$ cat src/rtl/memory_access_stage.sv
// Memory-access pipeline stage: scalar or LANES-beat vector load/store over a
// req/ack port, stalling upstream while the access is in flight.
module memory_access_stage #(
    parameter int ADDR_W = 32,
    parameter int LANE_W = 32,
    parameter int LANES  = 4
) (
    input  logic                    clk,
    input  logic                    rst,
    input  logic                    in_valid,
    input  logic                    MemRead,
    input  logic                    MemWrite,
    input  logic                    VF_in,
    input  logic                    RegWrite,
    input  logic [3:0]              dest_in,
    input  logic [ADDR_W-1:0]       ALURES,
    input  logic [LANES*LANE_W-1:0] ALURES1,
    input  logic [LANES*LANE_W-1:0] R3_V3_2,
    output logic                    stall,
    output logic                    mem_req,
    output logic                    mem_we,
    output logic [ADDR_W-1:0]       mem_addr,
    output logic [LANE_W-1:0]       mem_wdata,
    input  logic                    mem_ack,
    input  logic [LANE_W-1:0]       mem_rdata,
    output logic                    wb_valid,
    output logic                    wb_RegWrite,
    output logic                    wb_VF,
    output logic [3:0]              wb_dest,
    output logic [LANES*LANE_W-1:0] wb_res
);
    localparam int BEAT_W = (LANES > 1) ? $clog2(LANES) : 1;

    typedef enum logic {IDLE, ACCESS} state_t;

    state_t                        state;
    logic [BEAT_W-1:0]             beat;
    logic                          is_vec, is_st, op_rw;
    logic [3:0]                    op_dest;
    logic [ADDR_W-1:0]             base;
    logic [LANES-1:0][LANE_W-1:0]  st_data, ld_data, ld_next;

    logic mem_op, in_access, last_beat, finish;

    assign mem_op    = MemRead | MemWrite;
    assign in_access = (state == ACCESS);
    assign last_beat = is_vec ? (beat == BEAT_W'(LANES-1)) : (beat == '0);
    assign finish    = in_access && mem_ack && last_beat;

    // Load lanes as they will look once the current beat's data is captured.
    always_comb begin
        ld_next       = ld_data;
        ld_next[beat] = mem_rdata;
    end

    // Port outputs come straight from registered state so an async reset
    // drops the request immediately.
    assign mem_req   = in_access;
    assign mem_we    = in_access & is_st;
    assign mem_addr  = in_access ? ((base & ~ADDR_W'(3)) + (ADDR_W'(beat) << 2)) : '0;
    assign mem_wdata = in_access ? st_data[beat] : '0;
    assign stall     = (!in_access && in_valid && mem_op) || (in_access && !finish);

    always_ff @(posedge clk or posedge rst) begin
        if (rst) begin
            state       <= IDLE;
            beat        <= '0;
            is_vec      <= 1'b0;
            is_st       <= 1'b0;
            op_rw       <= 1'b0;
            op_dest     <= '0;
            base        <= '0;
            st_data     <= '0;
            ld_data     <= '0;
            wb_valid    <= 1'b0;
            wb_RegWrite <= 1'b0;
            wb_VF       <= 1'b0;
            wb_dest     <= '0;
            wb_res      <= '0;
        end else begin
            wb_valid    <= 1'b0;
            wb_RegWrite <= 1'b0;
            case (state)
                IDLE: if (in_valid) begin
                    if (mem_op) begin
                        state   <= ACCESS;
                        beat    <= '0;
                        is_vec  <= VF_in;
                        is_st   <= MemWrite & ~MemRead;
                        op_rw   <= RegWrite;
                        op_dest <= dest_in;
                        base    <= ALURES;
                        st_data <= R3_V3_2;
                        ld_data <= '0;
                    end else begin
                        wb_valid    <= 1'b1;
                        wb_RegWrite <= RegWrite;
                        wb_VF       <= VF_in;
                        wb_dest     <= dest_in;
                        wb_res      <= ALURES1;
                    end
                end
                ACCESS: if (mem_ack) begin
                    ld_data <= ld_next;
                    beat    <= beat + 1'b1;
                    if (last_beat) begin
                        state       <= IDLE;
                        wb_valid    <= 1'b1;
                        wb_RegWrite <= op_rw & ~is_st;
                        wb_VF       <= is_vec;
                        wb_dest     <= op_dest;
                        wb_res      <= is_st ? '0 : ld_next;
                    end
                end
                default: state <= IDLE;
            endcase
        end
    end
endmodule
$ cat config.mk
export PLATFORM = sky130hd
export DESIGN_NAME = memory_access_stage
export DESIGN_NICKNAME = d
export VERILOG_FILES = /design/src/rtl/memory_access_stage.sv
export SDC_FILE = /design/constraint.sdc
export NUM_CORES = 1
export LEC_CHECK = 0
export CORE_AREA = 2 2 222 224
export DETAILED_ROUTE_END_ITERATION = 10
export DIE_AREA = 0 0 224 226
export MAX_ROUTING_LAYER = met4
export PLACE_DENSITY = 0.79
export SETUP_SLACK_MARGIN = 0.1
export SLEW_MARGIN = 20
export SYNTH_ARGS = -nofsm -noshare
export SYNTH_HDL_FRONTEND = slang
export SYNTH_SLANG_ARGS = --single-unit
$ cat constraint.sdc
create_clock -name clk -period 16.4 [get_ports clk]
set_input_delay 3.28 -clock clk [delete_from_list [all_inputs] [get_ports clk]]
set_output_delay 3.28 -clock clk [all_outputs]
set_load 0.02 [all_outputs]
==> impl_metrics.yaml, run 1 <==
cells_and_area:
  syn_to_final_growth_pct: 33.0
  fillers: 3908
  drive_gt1_frac: 0.126
  fin_nets: 2794
detailed_routing:
  vias_per_cell: 5.79
  num_vias: 18100
  drt_iter0_drc: 1390
  antenna_left: 0
  firstDrtPassIters: 7
  routed_wl_um: 69100
  detail_route.wl_per_cell_um: 22.1
  drc_errors: 0
global_route:
  grt_usage: 0.278
  gr-total-overflow: 0
  grt_pass1_vias: 18100
  grt_pass1_wl_um: 105000
  grt_max_degree: 127
  antenna_found_initial: 7
setup_path:
  crit_top_cell: "clkdlybuf4s50_1"
  crit_required_ps: 13120
  arrival_ps: 5100
  r2r-start: "beat[1]"
  crit_slowest_cell: "clkdlybuf4s50_1"
  crit_chain: "clkdlybuf4s50_1 -> or2_2 -> a21oi_1 -> nor2_1 -> clkdlybuf4s50_1"
  cp_num_buf_inv: 2
  reg2reg_depth: 8
  crit_path_end: "stall"
  path_depth: 5
  critical_path_class: "input port to primary output"
  worstSetupStartpointType: "input port"
  worstReg2RegEnd: "wb_res[41]"
  crit_fanout: 3
  crit_start: "MemWrite"
  cp_slowest_stage_delay_ps: 640
  cp_top_family: "buffers and inverters"
  rrSetupSlack_ps: 10740
  endpoint_kind: "primary output"
power_and_ir_drop:
  power.density_nw_per_um2: 223
  vdd_drop_max_mv: 0.138
  power.leakage_nw: 11.5
floorplan:
  die_h_um: 226
  die_area_sq_um: 50600
  start_util: 0.444
  rows: 81
  die_width_um: 224
  pin_count: 534
  core_sq_um: 48300
placement:
  place_congestion: 0.884
  hpwlAfterDp_um: 47500
  pre_cts_ws_ps: 8050
  port_buffers: 529
timing:
  timing.setup.tns_ps: 0
  final_hold_viol_count: 0
  rsz0062_at_grt: "no"
  period_needed_ps: 8380
  finalClockSkew_ps: 20.0
  max_freq_mhz: 119
  slew_viol_final: 0
  relSlewSlack: 0.265
  worst_pin_slew_ps: 1100
  period_share: 0.511
  setup_violations: 0
  timing.final.ws_setup_ps: 8020
cts:
  cts_root_buffer: "clkbuf_16"
  numCtsBuffers: 48
  cts_htree_levels: 2
  cts_tree: "built"
  hold_buffers: 0
  postCtsSetupRepairBufs: 0
  cts.sinks: 431
  clk_latency_ps: 590
  clock_path_buffers: 3
  cts_resized: 0
  clkTransAtPathRegs_ps: 60
synth:
  ys_ff_latch: 431
  ys_types: 43
  yosysTopAreaCell: "dfrtp_1"
  synth_area_per_cell_sq_um: 10.4
  netlist_top_cells_area: "dfrtp_1 (50%), mux2_2 (8.6%), o221ai_1 (5.2%), o21a_1 (4.5%), nor2b_1 (3.8%)"
  ys_warn_count: 0
  synth_top_area_frac: 0.503
  ys_seq_area_frac: 0.503
  synthesis.area_sq_um: 21500
  netlist_instances: 2064
min_path:
  hp-class: "register to register"
run:
  maxCapViolCount: 0
run_status:
  status: "complete, no violations"
layout by cell type, fill, tap and decap left out, drive strengths merged, types with 11 or more instances in the layout:
master	synthesis	layout
o21ai	139	139
nor2	21	21
a31oi	128	128
o21a	128	128
buf	47	21
and2	39	39
clkdlybuf4s50	0	529
nand2	140	140
nand4	11	11
dfrtp	431	431
o221ai	128	128
inv	134	137
mux2	163	163
nor2b	129	129
clkinv	0	11
a21oi	154	154
mux4	32	32
clkbuf	163	68
sequential cells by signal, indices dropped and copies added (netlist names):
register     cells
op_dest          4
beat             2
base            30
is_vec           1
wb_valid         1
ld_data        128
wb_dest          4
mem_req          1
wb_res         128
op_rw            1
wb_RegWrite      1
is_st            1
wb_VF            1
st_data        128
cell type report:
type | count | area [sq um] | share of cell area
multi-input cells | 1290 | 9370 | 0.328
well taps | 622 | 778 | 0.0273
inverters | 134 | 513 | 0.0180
clock buffers | 68 | 1380 | 0.0482
repair buffers | 550 | 5470 | 0.192
clock inverters | 18 | 201 | 0.00706
diodes | 9 | 22.5 | 0.000790
flip-flops and latches | 431 | 10800 | 0.378
Yosys cell counts, drive strengths merged:
cell and instances:
dfrtp 431, clkbuf 163, mux2 163, a21oi 154
nand2 140, o21ai 139, inv 134, nor2b 129
a31oi 128, o21a 128, o221ai 128, buf 47
and2 39, mux4 32, nor2 21, nand4 11
nand3 9, o31ai 9, or4 9, or3 8
xor2 7, and4 6, ha 6, mux2i 6
xnor2 5, and3 3, nand2b 2, a21o 1
conb 1, fa 1, nand3b 1, nor3 1
o22ai 1, or2 1
stage by stage:
stage	hold WS, ps	total power (W)	util	area [sq um]	instances
6_report	470	0.00636	0.590	28500	3122
5_1_grt	486	0.00674	0.590	28500	3120
4_1_cts	476	0.00638	0.589	28500	3112
3_5_place_dp	463	0.00527	0.556	26900	3026
3_3_place_gp	455	0.00513	0.556	26900	3026
2_1_floorplan	442	0.00402	-	21500	2065
report_power, final:
part	internal, W	total, W	switching (W)	leakage [nW]
clock	0.000634	0.00109	0.000454	0.783
sequential	0.00163	0.00197	0.000344	5.02
combinational	0.00151	0.00330	0.00179	5.65
cells by family (layout without fill, tap and decap cells):
kind of cell               Yosys count  count (layout)  synth area share
buffers and inverters              344             770            0.0653
xor gates and xnor gates            12              12           0.00490
adders and majority gates            7               7           0.00443
DFF                                431             431             0.503
and+or+nand+nor                    380             380            0.0939
AOI/OAI and AO/OA                  688             688             0.207
other                                1              11          0.000175
muxes                              201             201             0.122
tightest hold or removal path, stage by stage, from the launching register on:
cell and delay [ps]:
dfrtp_1 330, nand2_1 40, o21ai_0 60
worst min-delay path by stage:
stage	start	endpoint	slack, ps	cells after the start
2_1_floorplan	ld_data[0]	ld_data[0]	440	2
3_3_place_gp	ld_data[45]	ld_data[45]	450	2
3_5_place_dp	ld_data[31]	ld_data[31]	460	2
4_1_cts	ld_data[31]	ld_data[31]	480	2
5_1_grt	ld_data[124]	ld_data[124]	490	2
6_report	ld_data[82]	ld_data[82]	470	2
routing by layer:
metal / global-route usage / vias up / part of all wire
met5: - / - / 0
met4: 0.126 / 0 / 0.048
met3: 0.0783 / 138 / 0.088
met2: 0.445 / 758 / 0.48
met1: 0.326 / 8959 / 0.38
li1: - / 8211 / -
(Power assumes the default switching activity.)
==> inputs of run 2 (changes only) <==
Clock period 16.4 ns to 8.05 ns, I/O delays scaled along.
==> run 2 against run 1 <==
Clock-buffer cell count grew 5; routed wire length increased by 0.67%; global-route usage up 0.14 points; final cell count about the same; sequential share of layout area is essentially flat; via count increased by 0.64%; sequential power up 110%; final area about the same; worst hold slack better by 0.70 ps; combinational power increased by 100%; clock skew shrank 4.2 ps; register-to-register slack got worse by 6800 ps.
==> impl_metrics.yaml, run 2 (synthesized netlist as in run 1, its figures left out) <==
setup_path:
  critical_path_class: "register to primary output"
  cp_slowest_stage_delay_ps: 640
  cp_top_family: "simple AND/OR/NAND/NOR gates"
  worstSetupStartpointType: "register"
  crit_slowest_cell: "clkdlybuf4s50_1"
  crit_required_ps: 6440
  endpoint_kind: "primary output"
  crit_chain: "buf_4 -> fa_1 -> and4_1 -> nand4_1 -> or4_1 -> a21oi_1 -> clkdlybuf4s50_1"
  crit_fanout: 33
  arrival_ps: 3870
  cp_num_buf_inv: 2
timing:
  relSlewSlack: 0.289
  max_freq_mhz: 183
  holdWs_ps: 471
  timing.setup.tns_ps: 0
  period_needed_ps: 5480
  timing.final.ws_setup_ps: 2570
  slew_viol_final: 0
  rsz0062_at_grt: "no"
  period_share: 0.680
  final_hold_viol_count: 0
  finalClockSkew_ps: 15.8
  setup_violations: 0
  worst_pin_slew_ps: 1070
cts:
  postCtsSetupRepairBufs: 0
  cts_tree: "built"
  cts_root_buffer: "clkbuf_16"
  cts_resized: 0
  numCtsBuffers: 48
  cts_htree_levels: 2
  clk_latency_ps: 590
  cts.sinks: 431
  hold_buffers: 0
  clkTransAtPathRegs_ps: 60
  clock_path_buffers: 3
placement:
  pre_cts_ws_ps: 3040
  placedInstanceArea_sq_um: 27000
  hpwlAfterDp_um: 47700
  port_buffers: 529
  place_congestion: 0.882
detailed_routing:
  antenna_left: 0
  routed_wl_um: 69600
  top_layer_used: "met4"
  dr_wl_met3_um: 5820
  vias_per_cell: 5.83
  met2_length_um: 33300
  drc_errors: 0
  detail_route.wl_per_cell_um: 22.3
  firstDrtPassIters: 5
  wl_met1_um: 26800
  drt_iter0_drc: 1470
  num_vias: 18200
cells_and_area:
  final_common_cell: "clkdlybuf4s50_1"
  fillers: 3926
  drive_gt1_frac: 0.126
  top_regs: "ld_data: 128 flops, st_data: 128 flops, wb_res: 128 flops"
  final_cell_mix: "clkdlybuf4s50_1 (529), dfrtp_1 (428), mux2_2 (163)"
  syn_to_final_growth_pct: 33.1
  fin_util: 0.590
  design_area_sq_um: 28500
  fin_nets: 2794
global_route:
  grt_pass1_vias: 18000
  grt_pass1_wl_um: 105000
  grt_max_degree: 193
  antenna_found_initial: 4
  gr-total-overflow: 0
  grt_usage: 0.279
floorplan:
  start_util: 0.444
  die_h_um: 226
  die_area_sq_um: 50600
  core_sq_um: 48300
  rows: 81
  pin_count: 534
  die_width_um: 224
min_path:
  hp-class: "register to register"
run_status:
  status: "complete, no violations"
power_and_ir_drop:
  power.leakage_nw: 11.5
  vdd_drop_max_mv: 0.329
  power.density_nw_per_um2: 453
run:
  maxCapViolCount: 0
## run 2: cell count changes in the layout (fill, tap and decap cells not counted), moves of 2 or more
| cell | previous run | this run |
|---|---|---|
| buf_12 | 0 | 4 |
| buf_4 | 20 | 16 |
| clkbuf_8 | 10 | 14 |
| diode_2 | 9 | 5 |
| clkinv_2 | 10 | 7 |
| bufinv_16 | 3 | 1 |
| clkinv_4 | 0 | 2 |
## run 2: where the power goes
group	switching (W)	internal [W]
registers	0.000719	0.00332
logic	0.00364	0.00307
clock network	0.000919	0.00127
total	0.00527	0.00766
## run 2: per-stage QoR
step           instances  power, W
2_1_floorplan       2065   0.00818
3_3_place_gp        3027    0.0105
3_5_place_dp        3027    0.0107
4_1_cts             3115    0.0130
5_1_grt             3119    0.0137
6_report            3120    0.0129
## run 2: cell type report
type	instances	area [sq um]	share of cell area
diodes	5	12.5	0.000438
well taps	622	778	0.0273
repair buffers	550	5510	0.193
inverters	134	509	0.0178
clock buffers	73	1440	0.0503
flip-flops and latches	431	10800	0.378
clock inverters	15	144	0.00504
multi-input cells	1290	9370	0.328
## run 2: worst reg2reg max path, cell delays in order, from the launching register on
cell and delay [ps]:
dfrtp_4 860, buf_4 770, nand2_1 460, o21ai_4 130, buf_4 410, buf_4 850, a31oi_1 320, o21ai_0 250
## run 2: path summary, 6_finish.rpt
check | startpoint | endpoint | slack (ps) | depth (start not counted)
worst max-delay path | beat[1] | mem_addr[30] | 2570 | 7
worst min-delay path | ld_data[98] | ld_data[98] | 470 | 2
worst max register to register | mem_req | ld_data[76] | 3900 | 7
worst min register to register | ld_data[98] | ld_data[98] | 470 | 2
max in group asynchronous | rst | st_data[80] | 5270 | 3
min in group asynchronous | rst | wb_res[113] | 1530 | 2
## run 2: routing by layer
layer | vias up | global-route usage
met5 | - | -
met4 | 0 | 0.145
met3 | 159 | 0.0693
met2 | 759 | 0.443
met1 | 9063 | 0.331
li1 | 8201 | -
